--- src/rtl/mrtu_tx.sv ---
// mrtu_tx: Modbus RTU frame transmitter.
//
// Forwards payload bytes (address, function, data) to a UART transmitter. It
// computes the Modbus CRC-16 (reflected poly 0xA001, init 0xFFFF) as the bytes
// pass through and appends it low byte first. After the last CRC byte leaves,
// it enforces a silent gap of GAP_CYCLES clocks before it accepts a new frame.
//
// Ports:
//   clk        system clock, rising edge
//   reset      asynchronous reset, active low
//   in_data    payload byte
//   in_valid   in_data valid
//   in_last    in_data is the final payload byte of the frame
//   in_ready   byte accepted this cycle (combinational)
//   out_data   byte to the UART TX (registered)
//   out_valid  out_data valid (registered)
//   out_ready  UART TX accepts out_data this cycle
//   busy       frame in progress or gap running
//   frame_done one-cycle pulse when the gap expires
module mrtu_tx #(
    parameter int unsigned GAP_CYCLES = 3500,
    parameter int unsigned GAPW       = 12
) (
    input  logic       clk,
    input  logic       reset,
    input  logic [7:0] in_data,
    input  logic       in_valid,
    input  logic       in_last,
    output logic       in_ready,
    output logic [7:0] out_data,
    output logic       out_valid,
    input  logic       out_ready,
    output logic       busy,
    output logic       frame_done
);

    localparam logic [2:0] StIdle  = 3'd0;
    localparam logic [2:0] StData  = 3'd1;
    localparam logic [2:0] StCrcLo = 3'd2;
    localparam logic [2:0] StCrcHi = 3'd3;
    localparam logic [2:0] StGap   = 3'd4;

    localparam logic [GAPW-1:0] GapLast = GAPW'(GAP_CYCLES - 1);

    logic [2:0]      state_q, state_d;
    logic [15:0]     crc_q, crc_d;
    logic [7:0]      data_q, data_d;
    logic            valid_q, valid_d;
    logic [GAPW-1:0] cnt_q, cnt_d;

    logic out_free;
    logic in_accept;
    logic gap_end;

    // One full byte of the reflected CRC-16 update.
    function automatic logic [15:0] crc_byte(input logic [15:0] crc_in, input logic [7:0] b);
        logic [15:0] c;
        c = crc_in ^ {8'h00, b};
        for (int i = 0; i < 8; i++) begin
            c = c[0] ? ((c >> 1) ^ 16'hA001) : (c >> 1);
        end
        return c;
    endfunction

    // The output register can take a new byte when empty or being drained.
    assign out_free  = !valid_q || out_ready;
    // Gated by reset so the source never sees ready while reset is held.
    assign in_ready  = reset && ((state_q == StIdle) || (state_q == StData)) && out_free;
    assign in_accept = in_valid && in_ready;
    // The gap only counts once the high CRC byte has left the output register.
    assign gap_end   = (state_q == StGap) && !valid_q && (cnt_q == GapLast);

    assign out_data   = data_q;
    assign out_valid  = valid_q;
    assign busy       = (state_q != StIdle);
    assign frame_done = gap_end;

    always_comb begin
        state_d = state_q;
        crc_d   = crc_q;
        data_d  = data_q;
        valid_d = valid_q && !out_ready;
        cnt_d   = cnt_q;

        case (state_q)
            StIdle, StData: begin
                if (in_accept) begin
                    data_d  = in_data;
                    valid_d = 1'b1;
                    crc_d   = crc_byte(crc_q, in_data);
                    state_d = in_last ? StCrcLo : StData;
                end
            end
            StCrcLo: begin
                if (out_free) begin
                    data_d  = crc_q[7:0];
                    valid_d = 1'b1;
                    state_d = StCrcHi;
                end
            end
            StCrcHi: begin
                if (out_free) begin
                    data_d  = crc_q[15:8];
                    valid_d = 1'b1;
                    cnt_d   = '0;
                    state_d = StGap;
                end
            end
            StGap: begin
                if (gap_end) begin
                    crc_d   = 16'hFFFF;
                    cnt_d   = '0;
                    state_d = StIdle;
                end else if (!valid_q) begin
                    cnt_d = cnt_q + 1'b1;
                end
            end
            default: begin
                crc_d   = 16'hFFFF;
                cnt_d   = '0;
                state_d = StIdle;
            end
        endcase
    end

    always_ff @(posedge clk or negedge reset) begin
        if (!reset) begin
            state_q <= StIdle;
            crc_q   <= 16'hFFFF;
            data_q  <= 8'h00;
            valid_q <= 1'b0;
            cnt_q   <= '0;
        end else begin
            state_q <= state_d;
            crc_q   <= crc_d;
            data_q  <= data_d;
            valid_q <= valid_d;
            cnt_q   <= cnt_d;
        end
    end

endmodule

--- config.mk ---
export PLATFORM = sky130hd
export DESIGN_NAME = mrtu_tx
export DESIGN_NICKNAME = d
export VERILOG_FILES = /design/src/rtl/mrtu_tx.sv
export SDC_FILE = /design/constraint.sdc
export NUM_CORES = 1
export LEC_CHECK = 0
export ABC_AREA = 1
export CAP_MARGIN = 20
export CORE_MARGIN = 3
export CORE_UTILIZATION = 30
export CTS_CLUSTER_SIZE = 24
export DETAILED_ROUTE_END_ITERATION = 10
export PLACE_DENSITY = 0.56
export SETUP_SLACK_MARGIN = 0.1
export SKIP_LAST_GASP = 1
export SLEW_MARGIN = 20
export SYNTH_ARGS = -nofsm -noshare
export SYNTH_HDL_FRONTEND = slang
export SYNTH_SLANG_ARGS = --single-unit
--- constraint.sdc ---
create_clock -name clk -period 3.95 [get_ports clk]
set_clock_uncertainty 0.1 [all_clocks]
set_input_delay 0.79 -clock clk [delete_from_list [all_inputs] [get_ports clk]]
set_output_delay 0.79 -clock clk [all_outputs]
set_load 0.005 [all_outputs]
==> flow_summary_export.csv, run 1 <==
group,metric,value,unit
finish,syn_to_final_growth,20.1,%
clock_network,cts_sinks,40,
timing,fmax,353,MHz
place,io_buffers,24,
synth,synth_xor_area_frac,0.0184,
detailed_routing,ant_nets,0,
synth,ys.flop_type,"dfrtp_1",
timing,hold_viol,0,
power_and_ir_drop,p_comb_frac,0.497,
setup_path,path_class,"input port to primary output",
place,hpwl,3.95,mm
synth,synth_area,2380,µm²
power_and_ir_drop,clock_power_share,0.187,
floorplan,die_h,95.0,µm
finish,multi_input_comb_area,1140,µm²
setup_path,critPathLaunchType,"input port",
global_route,antenna_found_initial,0,
power_and_ir_drop,ir_worst_vdd,0.000265,V
floorplan,design.core.area,7490,µm²
synth,synth_edf_count,0,
timing,relSlewSlack,0.471,
floorplan,io_pins,25,
global_route,grt_start_max_net_pins,41,
floorplan,dieArea,9030,µm²
detailed_routing,avgRoutedWirePerCell,12.5,µm
timing,min_period,2.83,ns
detailed_routing,drt-initial-drc-count,125,
detailed_routing,drcViolationCount,0,
synth,synthAdderAreaFrac,0.00526,
floorplan,die_width,95.0,µm
clock_network,cts_resized,0,
setup_path,critPathArrivalTime,1.94,ns
place,globalplace.congestion,0.787,
detailed_routing,viasPerCell,4.71,
detailed_routing,via_count,2052,
timing,fin_crit_sh,0.718,
setup_path,end_kind,"primary output",
hold_path,hold-path-cell-count,1,
place,placedInstanceArea,2720,µm²
synth,synthTopCellsByCount,"nand2_1, inv_1, dfrtp_1, nor2_1, dfstp_2",
finish,seqCellArea,1020,µm²
synth,yosysSeqAreaShare,0.429,
synth,yosysWarnings,0,
detailed_routing,wl,5.43,mm
synth,synth_top_family_by_area,"simple AND/OR/NAND/NOR gates",
timing,rsz0062_at_grt,"false",
synth,synth-compound-area-share,0.159,
power_and_ir_drop,power,2.16,mW
synth,synth_most_common_cell,"nand2_1",
power_and_ir_drop,p_sw_frac,0.425,
run,drv_cap,0,
clock_network,cts_hold_buf,0,
clock_network,clock-root-buffer,"clkbuf_8",
synth,synthSimpleGateAreaFrac,0.294,
power_and_ir_drop,leakagePower,1.36,nW
global_route,grt_overflow_total,0,
timing,drv_slew,0,
setup_path,reg2reg_depth,9,
floorplan,row_count,31,
finish,fin_util,0.381,
synth,async_reset_ff_frac,1.00,
timing,tightest_slew,0.791,ns
finish,nFillCells,808,
global_route,grt_pass1_wl,9.57,mm
synth,yosysTopAreaCell,"dfrtp_1",
clock_network,numCtsBuffers,5,
synth,synth.area.top_cells,"dfrtp_1, dfstp_2, nand2_1, inv_1, nor2_1",
synth,postSynthCellCount,307,
clock_network,h-tree-depth,2,
synth,ys_ff_latch,40,
clock_network,clk_latency,0.30,ns
detailed_routing,first_pass_iters,5,
floorplan,start_util,0.318,
setup_path,cp_max_fo,2,
timing,fin_tns_setup,0,ns
timing,setup-violations-final,0,
hold_path,hp-class,"register to register",
clock_network,clk_pin_slew,0.09,ns
global_route,grt_pass1_vias,2097,
finish,drive_gt1_frac,0.193,
synth,synth_nets,321,
power_and_ir_drop,powerDensity,756,nW/µm²
synth,synth_cell_types,34,
global_route,grt_use_total,0.135,
synth,avgSynthCellArea,7.74,µm²
setup_path,cp.required,3.06,ns
power_and_ir_drop,p_int,1.24,mW
finish,final_cell_area,2860,µm²
power_and_ir_drop,switchingPower,918,µW
clock_network,clk_path_buf_depth,2,
run_status,status,"finished, final reports clean",
finish,nNetsFinal,350,
power_and_ir_drop,power_frac_seq,0.316,
synth,netlist.area_leader.share,0.253,
finish,antennaDiodeCount,0,
clock_network,cts_tree,"built",
clock_network,cts_setup_buffers,0,
synth,synth_mux_area_frac,0.00421,
## kinds of logic (layout without fill, tap and decap cells)
| group | Yosys count | count (layout) |
|---|---|---|
| xor gates and xnor gates | 5 | 5 |
| and+or+nand+nor | 158 | 158 |
| adders and majority gates | 1 | 1 |
| AOI/OAI and AO/OA | 49 | 49 |
| buffers and inverters | 53 | 83 |
| DFF | 40 | 40 |
| muxes | 1 | 1 |
## flip-flops by register name (all words and copies together), names as in the netlist
signal,cells
cnt_q,12
out_data,8
state_q,3
crc_q,16
out_valid,1
## critical path: stages
cell and delay, ns:
clkdlybuf4s50_1 0.46, nor2_1 0.06, nor2_2 0.13, clkdlybuf4s50_1 0.51
## layout make-up
type,instances,area share
Multi-Input combinational cell,214,0.400
Tap cell,99,0.0434
Clock inverter,2,0.0210
Clock buffer,6,0.0254
Sequential cell,40,0.358
Inverter,50,0.0675
Timing Repair Buffer,25,0.0850
## path summary, 6_finish.rpt
kind,start,end,slack (ns)
max,out_ready,in_ready,1.12
min,cnt_q[11],cnt_q[11],0.38
max reg2reg,state_q[1],crc_q[3],2.00
min reg2reg,cnt_q[11],cnt_q[11],0.38
max in group asynchronous,reset,crc_q[12],2.89
min in group asynchronous,reset,cnt_q[11],0.46
## routing by layer
metal  track usage  share of wire
met5             0              0
met4        0.0493          0.018
met3        0.0284          0.045
met2         0.212           0.43
met1         0.185           0.51
## power by group through the flow
stage          clock network (mW)  logic, mW  registers, mW
2_1_floorplan                   0      0.779          0.673
3_3_place_gp                    0       1.07          0.685
3_5_place_dp                    0       1.09          0.687
4_1_cts                     0.417       1.09          0.683
5_1_grt                     0.434       1.24          0.703
6_report                    0.403       1.07          0.681
## cells in the final DEF (no fill, tap or decap), drive strengths merged, types with 3 or more instances in the layout
| master | count |
|---|---|
| dfrtp | 24 |
| a21oi | 11 |
| a32oi | 4 |
| clkbuf | 6 |
| a22oi | 10 |
| nand3 | 14 |
| nand2 | 99 |
| o21ai | 15 |
| nor2 | 31 |
| xor2 | 3 |
| dfstp | 16 |
| a221oi | 7 |
| inv | 49 |
| nor3 | 11 |
| clkdlybuf4s50 | 23 |
## through the flow
| step | setup WS (ns) | cells | hold WS, ns |
|---|---|---|---|
| after floorplan | 2.01 | 307 | 0.339 |
| after global placement | 1.13 | 428 | 0.366 |
| after detailed placement | 1.11 | 428 | 0.369 |
| after CTS | 1.11 | 436 | 0.383 |
| after global routing | 1.02 | 436 | 0.409 |
| final | 1.12 | 436 | 0.380 |
Note: power is estimated with default switching activity, not from simulation.
==> run 2: changes to the inputs <==
Clock period 3.95 ns to 2.7 ns, I/O delays scaled along.
==> run 2 against run 1 <==
Power rose by 40%. Sequential cell count stayed put. Worst hold slack lost 0.16 ns. Sequential share of layout area increased by 0.063 points. Via count about the same. Cell count up 0.92%. Non-clock buffer count rose by 4. Largest power group unchanged. Sequential power increased by 46%. Highest routed layer unchanged. Critical path depth stayed put.
==> flow_summary_export.csv, run 2 (synthesis gave the netlist of run 1 again) <==
group,metric,value,unit
run_status,status,"finished, final reports clean",
setup_path,reg2reg_from,"cnt_q[0]",
clock_network,clk_pin_slew,0.08,ns
place,placedInstanceArea,2750,µm²
setup_path,critPathLaunchType,"input port",
timing,fin_crit_sh,0.862,
detailed_routing,drt-initial-drc-count,114,
timing,setup-violations-final,0,
clock_network,numCtsBuffers,5,
detailed_routing,ant_nets,0,
setup_path,cp_slowest_stage_delay,0.51,ns
detailed_routing,via_count,2050,
timing,drv_slew,0,
global_route,grt_pass1_vias,1909,
clock_network,clock-root-buffer,"clkbuf_8",
global_route,grt_use_total,0.129,
finish,antennaDiodeCount,0,
floorplan,die_width,95.0,µm
hold_path,hp-class,"input port to async pin",
finish,syn_to_final_growth,19.9,%
power_and_ir_drop,ir_worst_vdd,0.000407,V
setup_path,crit_chain,"clkdlybuf4s50_1, nor2_1, nor2_2, clkdlybuf4s50_1",
timing,tightest_slew,0.512,ns
detailed_routing,wl,5.37,mm
setup_path,path_class,"input port to primary output",
finish,drive_gt1_frac,0.208,
finish,nNetsFinal,354,
power_and_ir_drop,p_comb_frac,0.532,
setup_path,critPathArrivalTime,1.69,ns
detailed_routing,drcViolationCount,0,
timing,hold_viol,0,
finish,layout_common_cells,"nand2_1, inv_1, nor2_1, dfrtp_1, clkdlybuf4s50_1",
floorplan,io_pins,25,
global_route,antenna_found_initial,0,
setup_path,cp_max_fo,2,
setup_path,cp.required,2.06,ns
detailed_routing,viasPerCell,4.66,
floorplan,die_h,95.0,µm
global_route,grt_overflow_total,0,
global_route,grt_pass1_wl,9.00,mm
place,globalplace.congestion,0.868,
setup_path,crit_path_top_delay_cell,"clkdlybuf4s50_1",
setup_path,reg2reg_depth,9,
power_and_ir_drop,switchingPower,1.34,mW
power_and_ir_drop,power_frac_seq,0.330,
clock_network,h-tree-depth,2,
setup_path,cp_common_cell,"clkdlybuf4s50_1",
floorplan,start_util,0.318,
finish,final_cell_area,2850,µm²
detailed_routing,first_pass_iters,4,
place,hpwl,4.02,mm
setup_path,reg2reg_slack,0.78,ns
power_and_ir_drop,leakagePower,1.38,nW
finish,top_register,"crc_q",
clock_network,clk_latency,0.29,ns
clock_network,cts_sinks,40,
finish,largest_register_ffs,16,
timing,fin_tns_setup,0,ns
floorplan,dieArea,9030,µm²
clock_network,cts_tree,"built",
detailed_routing,avgRoutedWirePerCell,12.2,µm
setup_path,end_kind,"primary output",
place,io_buffers,24,
power_and_ir_drop,p_sw_frac,0.443,
floorplan,design.core.area,7490,µm²
timing,relSlewSlack,0.659,
finish,layout_commonest_cell,"nand2_1",
floorplan,row_count,31,
global_route,grt_start_max_net_pins,41,
power_and_ir_drop,clock_power_share,0.137,
timing,fmax,430,MHz
setup_path,critical_path.startpoint,"out_ready",
timing,min_period,2.33,ns
power_and_ir_drop,powerDensity,1060,nW/µm²
clock_network,clk_path_buf_depth,2,
timing,rsz0062_at_grt,"false",
power_and_ir_drop,p_int,1.68,mW
run,drv_cap,0,
setup_path,r2r_end,"crc_q[14]",
==> run 2: cell count changes in the layout (fill, tap and decap cells not counted), sizes merged <==
cell	before	now
clkdlybuf4s50	23	22
dlymetal6s2s	0	1
buf	2	6
bufinv	2	0
clkinv	1	3
==> run 2: area by class of cell <==
class | count | area (µm²)
fill | 777 | 4640
multi-input combinational | 214 | 1140
sequential | 40 | 1020
timing repair buffer | 29 | 275
inverter | 50 | 193
tap | 99 | 124
clock buffer | 6 | 82.6
clock inverter | 2 | 10.0
==> run 2: stage by stage <==
step	utilization	worst slack (ns)	power, mW	hold WS (ns)	instances
3_3_place_gp	0.367	0.372	2.60	0.374	431
2_1_floorplan	-	1.01	2.12	0.144	307
6_report	0.381	0.374	3.02	0.218	440
4_1_cts	0.379	0.173	3.05	0.249	439
3_5_place_dp	0.367	0.364	2.62	0.376	431
5_1_grt	0.381	0.310	3.32	0.269	440
==> run 2: how the worst max path moves through the flow <==
stage,end,slack [ns],cells past startpoint
after floorplan,cnt_q[8],1.01,10
final,in_ready,0.37,4
after global placement,in_ready,0.37,4
after detailed placement,crc_q[0],0.36,13
after CTS,frame_done,0.17,6
after global routing,in_ready,0.31,4
==> run 2: per-layer routing <==
metal | GRT usage | share of wire
met5 | 0 | 0
met4 | 0.0469 | 0.0071
met3 | 0.0205 | 0.077
met2 | 0.203 | 0.45
met1 | 0.180 | 0.47
==> run 2: power groups by stage <==
| stage | logic (mW) | clock network, mW | registers, mW |
|---|---|---|---|
| 2_1_floorplan | 1.14 | 0 | 0.984 |
| 5_1_grt | 1.83 | 0.460 | 1.03 |
| 4_1_cts | 1.62 | 0.432 | 0.998 |
| 3_5_place_dp | 1.61 | 0 | 1.00 |
| 6_report | 1.60 | 0.414 | 0.996 |
| 3_3_place_gp | 1.60 | 0 | 1.00 |
==> run 2: repair_timing <==
item / CTS / global route
hold buffers: 0 / 0
buffers inserted: 0 / 1
resized for setup: 0 / 2
setup endpoints to repair: 0 / 1
==> run 2: worst max-delay path: cells and delay by family <==
family / cells / cell delay [ns]
buffers and inverters: 2 / 0.96
AND/OR/NAND/NOR: 2 / 0.19
==> run 3: changes to the inputs <==
Settings changed: ABC_AREA 1 to default.
Clock period 2.7 ns to 2.2 ns, I/O delays scaled along.
==> run 3 against run 2 <==
Design area is 7.1% higher. Utilization rose by 6.1 points. Non-clock buffer count up 44. Largest cell class unchanged.
==> flow_summary_export.csv, run 3 <==
group,metric,value,unit
clock_network,clock-root-buffer,"clkbuf_8",
global_route,grt_use_total,0.137,
finish,drive_gt1_frac,0.314,
hold_path,hp-class,"input port to async pin",
floorplan,io_pins,25,
floorplan,start_util,0.316,
synth,yosysWarnings,0,
detailed_routing,via_count,1850,
clock_network,cts_sinks,40,
clock_network,clk_path_buf_depth,2,
run,drv_cap,0,
setup_path,critical_path.startpoint,"out_ready",
place,globalplace.congestion,0.761,
power_and_ir_drop,powerDensity,1390,nW/µm²
synth,ys_ff_latch,40,
global_route,grt_pass1_wl,9.18,mm
detailed_routing,first_pass_iters,4,
synth,netlist.area_leader.share,0.275,
detailed_routing,viasPerCell,4.72,
finish,final_cell_area,3050,µm²
setup_path,end_kind,"register",
setup_path,reg2reg_from,"out_valid",
timing,fin_tns_setup,0,ns
run_status,status,"finished, final reports clean",
finish,layout_commonest_cell,"buf_4",
synth,synth.area.top_cells,"dfrtp_1, dfstp_2, xnor2_1, a21oi_1, nor2_1",
synth,postSynthCellCount,225,
finish,layout_common_cells,"buf_4, nor2_1, a21oi_1",
global_route,grt_pass1_vias,1858,
synth,synth_cell_types,42,
floorplan,row_count,30,
detailed_routing,ant_nets,0,
place,hpwl,3.82,mm
synth,avgSynthCellArea,9.69,µm²
power_and_ir_drop,leakagePower,1.32,nW
setup_path,cp_max_fo,16,
global_route,grt_overflow_total,0,
synth,synthTopCellsByCount,"dfrtp_1, nor2_1, a21oi_1, xnor2_1",
timing,tightest_slew,0.705,ns
timing,min_period,2.01,ns
synth,yosysSeqAreaShare,0.468,
timing,rsz0062_at_grt,"false",
setup_path,critPathLaunchType,"input port",
place,io_buffers,24,
floorplan,design.core.area,6910,µm²
timing,fin_crit_sh,0.916,
power_and_ir_drop,ir_worst_vdd,0.000421,V
detailed_routing,avgRoutedWirePerCell,13.5,µm
synth,async_reset_ff_frac,1.00,
place,placedInstanceArea,2800,µm²
finish,nNetsFinal,309,
finish,antennaDiodeCount,0,
timing,hold_viol,0,
floorplan,die_h,91.3,µm
setup_path,path_class,"input port to register",
synth,synth_area,2180,µm²
detailed_routing,drcViolationCount,0,
clock_network,clk_pin_slew,0.08,ns
setup_path,reg2reg_depth,7,
global_route,antenna_found_initial,0,
detailed_routing,drt-initial-drc-count,69,
floorplan,dieArea,8330,µm²
setup_path,critPathArrivalTime,2.14,ns
synth,synth_nets,239,
finish,largest_register_ffs,16,
synth,ys.flop_type,"dfrtp_1",
finish,top_register,"crc_q",
clock_network,numCtsBuffers,5,
setup_path,reg2reg_slack,0.27,ns
clock_network,clk_latency,0.30,ns
timing,drv_slew,0,
clock_network,h-tree-depth,2,
clock_network,cts_tree,"built",
global_route,grt_start_max_net_pins,36,
timing,setup-violations-final,0,
timing,relSlewSlack,0.530,
synth,synth_edf_count,0,
synth,yosysTopAreaCell,"dfrtp_1",
setup_path,cp.required,2.32,ns
detailed_routing,wl,5.28,mm
timing,fmax,496,MHz
finish,fin_util,0.442,
finish,syn_to_final_growth,40.0,%
floorplan,die_width,91.3,µm
run 3: changes by cell type after synthesis, moves of 7 or more:
cell	change
mux2i_1	+7
nand2_1	-79
inv_1	-33
inv_2	-11
a21oi_1	+13
a221oi_1	-7
nor2_2	-7
xnor2_1	+16
run 3: area by class of cell:
type                    instances  area [µm²]
clock buffers                   5        68.8
clock inverters                 3        42.5
fillers                       678        3850
inverters                       3        11.3
multi-input cells             172        1160
flip-flops and latches         40        1020
well taps                      96         120
repair buffers                 73         622
run 3: worst max-delay path, cell delays in order:
cell	delay (ns)
clkdlybuf4s50_1	0.40
nand2b_4	0.15
buf_4	0.13
a311oi_1	0.54
a211oi_4	0.09
buf_12	0.18
o22a_1	0.20
run 3: final timing paths:
path,end
worst max-delay path,crc_q[7]
worst min-delay path,out_data[1]
worst max register to register,crc_q[7]
worst min register to register,out_data[7]
max in group asynchronous,state_q[2]
min in group clk,out_data[7]
run 3: repair_timing:
action | in CTS | in global routing
setup buffers | 4 | 4
setup endpoints to repair | 19 | 5
hold buffers | 1 | 0
pin swaps | 1 | 6
hold endpoints to repair | 3 | 0
resized for setup | 9 | 10
run 3: kinds of logic after synthesis:
family | Yosys count | synth area share
and+or+nand+nor | 83 | 0.197
xor gates and xnor gates | 24 | 0.107
buffers and inverters | 13 | 0.0270
muxes | 8 | 0.0367
AOI/OAI and AO/OA | 56 | 0.158
adders and majority gates | 1 | 0.00574
DFF | 40 | 0.468
run 3: routing by layer:
layer  routed length, µm  track usage  vias up
li1                    -            -      944
met1                2790        0.207      875
met4                  61       0.0415        0
met5                   0            0        -
met3                 137       0.0282        5
met2                2290        0.194       26
run 3: power by group:
part	internal [mW]	total, mW	switching, mW	leakage [nW]
clock network	0.336	0.608	0.272	0.0541
registers	1.08	1.26	0.189	0.482
logic	1.27	2.37	1.10	0.780
run 3: stage by stage:
| step | total power [mW] | cells | hold slack [ns] | setup slack [ns] |
|---|---|---|---|---|
| after floorplan | 2.58 | 225 | 0.0444 | 0.329 |
| after global placement | 3.44 | 375 | 0.303 | -0.335 |
| after detailed placement | 3.47 | 375 | 0.294 | -0.325 |
| after CTS | 4.16 | 388 | 0.131 | 0.0739 |
| after global routing | 4.61 | 392 | 0.135 | 0.0878 |
| final | 4.24 | 392 | 0.139 | 0.186 |
